## src/rtl/my_alu_pkg.sv

```systemverilog
// Shared definitions for the my_alu datapath ALU: opcode encoding and width constants.
package my_alu_pkg;

    localparam int OP_W = 4;

    typedef enum logic [OP_W-1:0] {
        OP_SUM     = 4'd0,
        OP_SUB     = 4'd1,
        OP_NEG_B   = 4'd2,
        OP_MULT    = 4'd3,
        OP_AND     = 4'd4,
        OP_OR      = 4'd5,
        OP_XOR     = 4'd6,
        OP_NOT_A   = 4'd7,
        OP_SHIFT_L = 4'd8,
        OP_SHIFT_R = 4'd9,
        OP_ASHR    = 4'd10,
        OP_PASS_A  = 4'd11
    } op_e;

endpackage

```

## src/rtl/my_alu_shifter.sv

```systemverilog
// Combinational 2*LENGTH-bit barrel shifter for my_alu (SHIFT_L, SHIFT_R, ASHR).
// Shift distances of 2*LENGTH or more flush the operand completely: zeros for
// the logical shifts, copies of the sign bit for the arithmetic right shift.
module my_alu_shifter
    import my_alu_pkg::*;
#(
    parameter int LENGTH = 8
) (
    input  logic [LENGTH-1:0]   a,
    input  logic [LENGTH-1:0]   amount,
    input  logic [OP_W-1:0]     op,
    output logic [2*LENGTH-1:0] shifted
);

    localparam int W = 2 * LENGTH;

    logic [W-1:0]        zextA;
    logic signed [W-1:0] sextA;
    logic                outOfRange;
    logic [W-1:0]        shlRaw;
    logic [W-1:0]        shrRaw;
    logic [W-1:0]        ashrRaw;

    assign zextA      = {{LENGTH{1'b0}}, a};
    assign sextA      = {{LENGTH{a[LENGTH-1]}}, a};
    assign outOfRange = ({{W{1'b0}}, amount} >= (W + LENGTH)'(W));
    assign shlRaw     = zextA << amount;
    assign shrRaw     = zextA >> amount;
    assign ashrRaw    = sextA >>> amount;

    // Select the shift flavour and apply the saturation for oversized distances.
    always_comb begin
        shifted = '0;
        if (op == OP_SHIFT_L) begin
            shifted = outOfRange ? '0 : shlRaw;
        end else if (op == OP_SHIFT_R) begin
            shifted = outOfRange ? '0 : shrRaw;
        end else if (op == OP_ASHR) begin
            shifted = outOfRange ? {W{a[LENGTH-1]}} : ashrRaw;
        end
    end

endmodule

```

## src/rtl/my_alu.sv

```systemverilog
// Registered integer ALU with a double-width result plus carry/overflow flags.
// Optional feature macro: MY_ALU_MULT_EN builds the signed multiplier for
// opcode 3; without it opcode 3 behaves like a reserved opcode.
module my_alu
    import my_alu_pkg::*;
#(
    parameter int LENGTH = 8
) (
    input  logic                clk,
    input  logic                rst,
    input  logic                enable,
    input  logic [LENGTH-1:0]   A,
    input  logic [LENGTH-1:0]   B,
    input  logic [OP_W-1:0]     Control,
    output logic [2*LENGTH-1:0] Result,
    output logic                carry,
    output logic                overflow
);

    localparam int W   = 2 * LENGTH;
    localparam int MSB = LENGTH - 1;

    logic [W-1:0] sextA;
    logic [W-1:0] sextB;
    logic [W-1:0] zextA;
    logic [W-1:0] zextB;
    logic [W-1:0] sumW;
    logic [W-1:0] diffW;
    logic [W-1:0] negW;
    logic [W-1:0] shifted;

    // The low LENGTH bits of the wide sum/difference equal the narrow ones, so
    // the narrow carry out is rebuilt from the MSB column alone.
    logic sumCarryIn;
    logic sumCarryOut;
    logic diffCarryIn;
    logic diffCarryOut;
    logic bMsbInv;

    logic [W-1:0] resultNext;
    logic         carryNext;
    logic         overflowNext;

    assign sextA = {{LENGTH{A[MSB]}}, A};
    assign sextB = {{LENGTH{B[MSB]}}, B};
    assign zextA = {{LENGTH{1'b0}}, A};
    assign zextB = {{LENGTH{1'b0}}, B};

    assign sumW  = sextA + sextB;
    assign diffW = sextA - sextB;
    assign negW  = '0 - sextB;

    assign sumCarryIn   = sumW[MSB] ^ A[MSB] ^ B[MSB];
    assign sumCarryOut  = (A[MSB] & B[MSB]) | ((A[MSB] ^ B[MSB]) & sumCarryIn);
    assign bMsbInv      = ~B[MSB];
    assign diffCarryIn  = diffW[MSB] ^ A[MSB] ^ bMsbInv;
    assign diffCarryOut = (A[MSB] & bMsbInv) | ((A[MSB] ^ bMsbInv) & diffCarryIn);

`ifdef MY_ALU_MULT_EN
    logic signed [W-1:0] product;
    logic                productOverflow;

    // Operands are sign-extended to W bits, so the W-bit product is exact.
    assign product         = $signed(sextA) * $signed(sextB);
    assign productOverflow = !((&product[W-1:MSB]) || !(|product[W-1:MSB]));
`endif

    my_alu_shifter #(
        .LENGTH (LENGTH)
    ) u_shifter (
        .a       (A),
        .amount  (B),
        .op      (Control),
        .shifted (shifted)
    );

    // Opcode mux and flag selection; anything not decoded yields zero.
    always_comb begin
        resultNext   = '0;
        carryNext    = 1'b0;
        overflowNext = 1'b0;
        case (Control)
            OP_SUM: begin
                resultNext   = sumW;
                carryNext    = sumCarryOut;
                overflowNext = sumCarryOut ^ sumCarryIn;
            end
            OP_SUB: begin
                resultNext   = diffW;
                carryNext    = diffCarryOut;
                overflowNext = diffCarryOut ^ diffCarryIn;
            end
            OP_NEG_B: begin
                resultNext   = negW;
                carryNext    = (B == '0);
                overflowNext = (B == {1'b1, {(LENGTH-1){1'b0}}});
            end
`ifdef MY_ALU_MULT_EN
            OP_MULT: begin
                resultNext   = product;
                overflowNext = productOverflow;
            end
`endif
            OP_AND:     resultNext = zextA & zextB;
            OP_OR:      resultNext = zextA | zextB;
            OP_XOR:     resultNext = zextA ^ zextB;
            OP_NOT_A:   resultNext = {{LENGTH{1'b0}}, ~A};
            OP_SHIFT_L: resultNext = shifted;
            OP_SHIFT_R: resultNext = shifted;
            OP_ASHR:    resultNext = shifted;
            OP_PASS_A:  resultNext = sextA;
            default:    resultNext = '0;
        endcase
    end

    // Output registers: reset wins over enable; disabled cycles hold.
    always_ff @(posedge clk) begin
        if (rst) begin
            Result   <= '0;
            carry    <= 1'b0;
            overflow <= 1'b0;
        end else if (enable) begin
            Result   <= resultNext;
            carry    <= carryNext;
            overflow <= overflowNext;
        end
    end

endmodule

```

## config.mk

```make
export PLATFORM = sky130hd
export DESIGN_NAME = my_alu
export DESIGN_NICKNAME = d
export VERILOG_FILES = /design/src/rtl/my_alu_pkg.sv /design/src/rtl/my_alu_shifter.sv /design/src/rtl/my_alu.sv
export SDC_FILE = /design/constraint.sdc
export NUM_CORES = 1
export LEC_CHECK = 0
export ABC_CLOCK_PERIOD_IN_PS = 2100
export BUFFER_PORTS_ARGS = -buffer_cell sky130_fd_sc_hd__buf_2
export CAP_MARGIN = 0
export CORE_MARGIN = 8
export CORE_UTILIZATION = 55
export DETAILED_ROUTE_END_ITERATION = 6
export GPL_TIMING_DRIVEN = 0
export PLACE_DENSITY = 0.79
export SETUP_SLACK_MARGIN = 0.3
export SYNTH_ARGS = -nofsm -noshare
export SYNTH_HDL_FRONTEND = slang
export SYNTH_HIERARCHICAL = 1
export SYNTH_SLANG_ARGS = --single-unit
```

## constraint.sdc

```tcl
create_clock -name clk -period 2.1 [get_ports clk]
set_clock_uncertainty 0.15 [all_clocks]
set_input_delay 0.21 -clock clk [delete_from_list [all_inputs] [get_ports clk]]
set_output_delay 0.21 -clock clk [all_outputs]
set_load 0.1 [all_outputs]
```

* Word-level counts from Yosys, hierarchy flattened *
Cells that the tools add are included.

operators by class
  add/subtract/negate cells = 3
  multiply operators = 0
  divide/modulo/power cells = 0
  magnitude comparators = 1
  equality and inequality tests = 11
  shifts and indexed selects = 3
  mux-type cells = 8
  bitwise gates (word level) = 19
  reduce and logical (&&, ||, !) cells = 3

operators with widths
  operator             number
  $pmux 16 s9          1
  $mux 16              5
  $eq 4x3->1 const B   4
  $eq 4x4->1 const B   4
  $shl 8x8->16         1
  $shr 8x8->16         1
  $sshr 8x8->16        1
  $add 8x8->9          1
  $sub 1x8->9 const A  1
  $sub 8x8->9          1
  $and 8x8->8          1
  $eq 8x8->1 const B   1
  $ge 8x5->1 const B   1
  $logic_not 8->1      1
  $not 8->8            1
  $or 8x8->8           1
  $xor 1x1->1          8
  $xor 8x8->8          1
  $pmux 1 s3           2
  $and 1x1->1          4
  $eq 4x1->1 const B   1
  $eq 4x2->1 const B   1
  $logic_not 4->1      1
  $reduce_or 3->1      1
  2 further kinds      3

word-level totals
  flip-flop bits (word level) = 18
  latch bits = 0
  RAM bits = 0
  ROM bits = 0
  bits of input ports = 23
  output and inout port bits = 18
  word-level logic and storage cells = 51
  memories = 0

* Longest topological paths before layout *
Gate-level depths: netlist (run 1).

  depth after elaboration = 7
  mapped depth = 12

* Hierarchy *
The synthesis (run 1) kept the hierarchy.

by module, submodules not included
  module          instances  cells each  area an instance (um2)  sequential area each (um2)
  my_alu          1          338         2457.4                  360.3
  my_alu_shifter  1          171         1183.6                  0.0

* Least setup slack after synthesis (run 1) *
No wires, ideal clock.

  path type = in2reg
  from = input B[5]
  to = register Result[2]
  arrival time = 2.084 ns
  data required time = 1.832 ns
  setup slack = -0.252 ns
  cell stages on the path = 8
  buffers on the path = 0
  path through = or3_4 -> nor3_2 -> a211oi_1 -> a211o_1 -> a221o_1 -> a22oi_1 -> o22ai_1 -> a22o_1

on the way
  word-level cells in the longest chain between the ends = 5

RTL lines
  item                                line                                        source
  start: declaration                  my_alu.sv:13                                input logic [LENGTH-1:0] B,
  $ge 8x5->1 (tied with other cells)  my_alu_shifter.sv:26                        assign outOfRange = ({{W{1'b0}}, amount} >= (W + LENGTH)'(W));
  $mux 16 (on tied branches)          my_alu_shifter.sv:39, my_alu_shifter.sv:37
  $mux 16                             my_alu_shifter.sv:36                        end else if (op == OP_SHIFT_R) begin
  $mux 16 *                           my_alu_shifter.sv:34                        if (op == OP_SHIFT_L) begin
  named net shifted[2]                my_alu.sv:30                                logic [W-1:0] shifted;
  $pmux 16 s9 *                       my_alu.sv:82                                case (Control)
  end signal: assignment              my_alu.sv:123                               Result <= resultNext;
  end: declaration                    my_alu.sv:15                                output logic [2*LENGTH-1:0] Result,

The timed path passes the listed nets; every way through them passes the cells marked *.
A chain may end at the register's enable or synchronous reset.

* Worst setup path after layout (run 1) *
  from = input Control[3]
  to = register Result[5]

on the way
  word-level cells in the longest chain between the ends = 4

RTL lines
  item                  line                  source
  start: declaration    my_alu.sv:14          input logic [OP_W-1:0] Control,
  $eq 4x4->1            my_alu_shifter.sv:36
  $mux 16               my_alu_shifter.sv:36
  $mux 16 *             my_alu_shifter.sv:34
  named net shifted[5]  my_alu.sv:30
  $pmux 16 s9 *         my_alu.sv:82

Marks and branches as above.

==> results of run 1 <==
## what timing repair did
item	in CTS	in global routing
buffers inserted	50	18
resized for setup	133	56
cloned	1	0
pin swaps	50	42
setup endpoints to repair	18	18
## flip-flops by register name, summed over array words and instances (netlist names)
name,count
carry,1
Result,16
overflow,1
## kinds of logic (layout without fill, tap and decap cells)
family / after synthesis / after routing / synth area share
mux: 33 / 33 / 0.09725
xor+xnor: 8 / 8 / 0.01924
simple gates: 189 / 189 / 0.2866
buf+inv: 64 / 176 / 0.08625
flops: 18 / 18 / 0.09897
fa+ha+maj: 27 / 27 / 0.09691
compound gates: 170 / 170 / 0.3148
## layout make-up
| type | count | area, µm² |
|---|---|---|
| plain buffers | 35 | 311.5 |
| fillers | 304 | 681.9 |
| flip-flops and latches | 18 | 360.3 |
| inverters | 29 | 153.9 |
| clock buffers | 4 | 55.05 |
| multi-input cells | 427 | 3734 |
| well taps | 77 | 96.34 |
| repair buffers | 108 | 993.5 |
## worst max-delay path, cell delays in order
cell and delay [ns]:
buf_2 0.18, nor4bb_4 0.19, buf_4 0.17, nand2_2 0.22, a21oi_2 0.06, a31oi_2 0.19, o311ai_4 0.16, a32oi_1 0.22
o22ai_1 0.11, a211oi_1 0.30, o211ai_1 0.20, a22o_1 0.22
## power groups by stage
stage,logic [mW],clock network (mW),registers (mW)
5_1_grt,1.33,0.304,0.359
3_5_place_dp,0.842,0,0.365
4_1_cts,1.09,0.287,0.358
2_1_floorplan,0.535,0,0.440
6_report,1.29,0.287,0.359
3_3_place_gp,0.825,0,0.365
## layout by cell type, fill, tap and decap left out, drive strengths merged, types with 7 or more instances in the layout
cell type,netlist,final
a211oi,10,10
a21oi,49,49
a221oi,12,12
and2,8,8
buf,15,121
clkbuf,20,25
dfxtp,18,18
ha,25,25
inv,29,27
mux2,9,9
mux2i,23,23
nand2,42,42
nand2b,14,14
nand3,25,25
nor2,34,34
nor2b,12,12
nor3,15,15
nor3b,7,7
o211ai,8,8
o21ai,31,31
o22ai,7,7
## worst paths after layout
path,startpoint,to,slack (ns),cells past startpoint
max,Control[3],Result[5],-0.36,12
min,A[7],carry,0.17,3
max reg2reg,carry,carry,0.98,4
min reg2reg,Result[1],Result[1],0.33,2
## layer usage
| metal | share of wire | track usage |
|---|---|---|
| met3 | 0.13 | 0.05832 |
| met1 | 0.33 | 0.3540 |
| met5 | 0 | 0 |
| met2 | 0.45 | 0.5416 |
| met4 | 0.087 | 0.1713 |
==> results.py, run 1 <==
metrics = {
    "global_route": {
        "antenna_found_initial": 0,
        "grt_pass1_vias": 4859,
        "grt_start_max_net_pins": 16,
        "overflow": 0,
        "grt_pass1_wl_mm": 24.86,
        "grtUsageTotal": 0.3137,
    },
    "power_and_ir_drop": {
        "peakVddDrop_v": 0.0003545,
        "power_mw": 1.934,
        "pwr-share-clk": 0.148,
        "p_sw_frac": 0.4558,
        "power_frac_seq": 0.185,
        "powerDensity_nw_per_um2": 339.0,
        "switching_power_uw": 881.4,
        "internal_power_mw": 1.052,
        "comb_power_share": 0.666,
        "leakagePower_nw": 2.327,
    },
    "floorplan": {
        "chipHeight_um": 97.37,
        "core-area_um2": 6386,
        "initial_core_util": 0.5701,
        "fp.dieW_um": 97.37,
        "row_count": 29,
        "pin_count": 41,
        "die-area_um2": 9480,
    },
    "route": {
        "drt_first_pass_iters": 7,
        "drt_iter0_drc": 710,
        "finalWirelength_mm": 18.27,
        "routed-via-count": 5235,
        "drc": 41,
        "viasPerCell": 7.500,
        "routedWlPerCell_um": 26.17,
        "postRouteAntennaNets": 0,
    },
    "clock_tree": {
        "clock_latency_ns": 0.26,
        "cts.clk_slew.worst_paths_ns": 0.07,
        "cts_num_sinks": 18,
        "cts_buffers": 3,
        "htree_levels": 1,
        "cts-root-buf": "clkbuf_8",
        "cts_tree": "built",
        "clockBufferDepth": 2,
        "ctsHoldBuffers": 0,
    },
    "setup_path": {
        "crit_required_ns": 2.10,
        "cp-start-kind": "input port",
        "crit_type": "in -> reg",
        "cp.arrival_ns": 2.46,
        "crit_path_max_fanout": 12,
        "end_kind": "flip-flop",
    },
    "run_status": {
        "violations": "DRC, setup timing",
        "outcome": "finished with violations",
    },
    "synth": {
        "synth_warnings": 6,
        "synth_cells": 509,
        "synth_common_cells": "47 x a21oi_1, 41 x nand2_1, 33 x nor2_1",
        "syn_nets": 559,
        "synthFlopType": "dfxtp_1",
        "yosys.area.top_type": "dfxtp_1",
        "synth_top_cell_area_share": 0.09897,
        "synth_edf_count": 0,
        "synthMostInstantiatedCell": "a21oi_1",
        "synth_area_um2": 3641,
        "ys_seq_area_frac": 0.09897,
        "synth_area_leaders": "dfxtp_1 9.9%, ha_1 8.6%, a21oi_1 6.5%, mux2i_1 6.3%, o21ai_0 4.3%",
        "async_flop_share": 0,
        "synth-seq-cells": 18,
        "yosys.cell_types.count": 78,
        "syn_avg_cell_area_um2": 7.153,
    },
    "job": {
        "drv_cap": 0,
    },
    "timing": {
        "rsz0062_at_grt": "true",
        "tightest_slew_ns": 0.6708,
        "hold_viol_final": 0,
        "finalCritPeriodShare": 1.173,
        "fmax_mhz": 406.0,
        "relSlewSlack": 0.5528,
        "whs_ns": 0.1699,
        "drv_slew": 0,
        "post-route-min-period_ns": 2.463,
        "setup_slack_ns": -0.3628,
        "setup_tns_ns": -2.279,
        "setup_viol": 17,
    },
    "cells_and_area": {
        "nets": 672,
        "fin_util": 0.8932,
        "antenna_cells": 0,
        "syn_to_final_growth_pct": 56.67,
        "final_cell_area_um2": 5704,
        "drive_gt1_frac": 0.4364,
        "instances_no_fill": 698,
    },
    "placement": {
        "port_buffers": 39,
        "dp_hpwl_mm": 9.954,
        "postPlaceCellArea_um2": 4272,
        "gp_congestion": 1.008,
        "dp_slack_ns": -0.7573,
        "dpl.cell_count": 625,
    },
    "worst_hold_path": {
        "hp-class": "in -> reg",
    },
}
Power figures use the tool's default switching activity.
==> inputs of run 2 (changes only) <==
--- a/config.mk
+++ b/config.mk
@@ -6,13 +6,13 @@
 export NUM_CORES = 1
 export LEC_CHECK = 0
 export ABC_CLOCK_PERIOD_IN_PS = 2100
-export BUFFER_PORTS_ARGS = -buffer_cell sky130_fd_sc_hd__buf_2
 export CAP_MARGIN = 0
 export CORE_MARGIN = 8
-export CORE_UTILIZATION = 55
+export CORE_UTILIZATION = 57
 export DETAILED_ROUTE_END_ITERATION = 6
+export DONT_BUFFER_PORTS = 1
 export GPL_TIMING_DRIVEN = 0
-export PLACE_DENSITY = 0.79
+export PLACE_DENSITY = 0.75
 export SETUP_SLACK_MARGIN = 0.3
 export SYNTH_ARGS = -nofsm -noshare
 export SYNTH_HDL_FRONTEND = slang
==> results.py, run 2 (synthesis results as in run 1) <==
metrics = {
    "placement": {
        "dp_slack_ns": -0.5265,
        "dp_hpwl_mm": 9.690,
        "port_buffers": 0,
        "gp_congestion": 0.9786,
    },
    "setup_path": {
        "cp.arrival_ns": 2.23,
        "end_kind": "flip-flop",
        "crit_type": "in -> reg",
        "crit_required_ns": 2.08,
        "cp-start-kind": "input port",
        "crit_path_max_fanout": 8,
    },
    "global_route": {
        "grt_pass1_wl_mm": 21.47,
        "antenna_found_initial": 0,
        "grt_start_max_net_pins": 16,
        "overflow": 0,
        "grtUsageTotal": 0.2932,
        "grt_pass1_vias": 4206,
    },
    "power_and_ir_drop": {
        "peakVddDrop_v": 0.0005555,
        "leakagePower_nw": 1.898,
        "powerDensity_nw_per_um2": 329.2,
    },
    "floorplan": {
        "die-area_um2": 9202,
        "initial_core_util": 0.5800,
        "fp.dieW_um": 95.93,
        "chipHeight_um": 95.93,
        "pin_count": 41,
        "core-area_um2": 6277,
        "row_count": 29,
    },
    "cells_and_area": {
        "final_cell_mix": "36 x nand2_1, 35 x a21oi_1, 30 x buf_4",
        "reg.largest.list": "Result (16), carry (1), overflow (1)",
        "largest-register": "Result",
        "antenna_cells": 0,
        "syn_to_final_growth_pct": 38.28,
        "largest_reg_flops": 16,
        "fin_util": 0.8021,
        "drive_gt1_frac": 0.3617,
        "nets": 604,
        "layout_commonest_cell": "nand2_1",
    },
    "clock_tree": {
        "clockBufferDepth": 2,
        "htree_levels": 1,
        "cts_buffers": 3,
        "cts_num_sinks": 18,
        "cts.clk_slew.worst_paths_ns": 0.07,
        "clock_latency_ns": 0.25,
        "cts-root-buf": "clkbuf_8",
        "cts_tree": "built",
    },
    "job": {
        "drv_cap": 0,
    },
    "route": {
        "routed-via-count": 4527,
        "drc": 0,
        "viasPerCell": 7.186,
        "drt_iter0_drc": 504,
        "postRouteAntennaNets": 0,
        "routedWlPerCell_um": 22.89,
        "finalWirelength_mm": 14.42,
        "drt_first_pass_iters": 7,
    },
    "timing": {
        "post-route-min-period_ns": 2.244,
        "tightest_slew_ns": 1.043,
        "drv_slew": 0,
        "setup_viol": 4,
        "fmax_mhz": 445.7,
        "hold_viol_final": 0,
        "finalCritPeriodShare": 1.069,
        "relSlewSlack": 0.3037,
        "setup_slack_ns": -0.1439,
        "rsz0062_at_grt": "true",
    },
    "run_status": {
        "outcome": "finished with violations",
        "violations": "setup timing",
    },
    "worst_hold_path": {
        "hp-class": "in -> reg",
    },
}
run 2: critical path, cell delays in order:
cell and delay [ns]:
buf_12 0.12, buf_12 0.13, buf_8 0.13, mux2_4 0.31, a21oi_4 0.18, a31oi_1 0.10, a311o_1 0.34, nand2_1 0.09
o31a_1 0.15, o22ai_1 0.07, o21bai_1 0.28, a21oi_1 0.11
run 2: where the power goes:
part | total, mW | switching (mW) | internal [mW]
Sequential | 0.435 | 0.0836 | 0.352
Combinational | 0.939 | 0.506 | 0.433
Clock | 0.283 | 0.117 | 0.167
run 2: layout make-up:
cell class	instances	area, µm²
Buffer	35	296.5
Clock buffer	4	55.05
Fill cell	415	1242
Inverter	29	156.4
Multi-Input combinational cell	427	3714
Sequential cell	18	361.6
Tap cell	77	96.34
Timing Repair Buffer	40	355.3
run 2: final timing paths:
check             from  depth (start not counted)        end  slack, ns
max               B[0]                         12  Result[1]      -0.14
min               A[7]                          2      carry       0.04
max reg2reg  Result[4]                          4  Result[4]       0.26
min reg2reg  Result[1]                          2  Result[1]       0.81
run 2: through the flow:
step | total power [mW] | hold WS (ns) | TNS [ns] | std cells | instance area (µm²)
global placement | 1.093 | 0.2382 | -2.230 | 586 | 4076
floorplan | 0.9746 | 0.2205 | -0.2774 | 509 | 3980
global route | 1.725 | 0.03890 | -0.6652 | 630 | 5035
CTS | 1.510 | 0.02259 | -0.03006 | 614 | 4633
finish | 1.658 | 0.03990 | -0.3045 | 630 | 5035
detailed placement | 1.106 | 0.2360 | -2.496 | 586 | 4076
run 2: routing by layer:
| metal | GRT usage | part of all wire |
|---|---|---|
| met1 | 0.3473 | 0.37 |
| met4 | 0.1242 | 0.038 |
| met3 | 0.05070 | 0.11 |
| met2 | 0.5086 | 0.49 |
| met5 | 0 | 0 |
run 2: repair_timing:
| action | 4_1_cts | 5_1_grt |
|---|---|---|
| hold endpoints to repair | 3 | 0 |
| setup endpoints to repair | 18 | 18 |
| resized for setup | 59 | 71 |
| setup buffers | 22 | 16 |
| pin swaps | 41 | 49 |
| hold buffers | 2 | 0 |
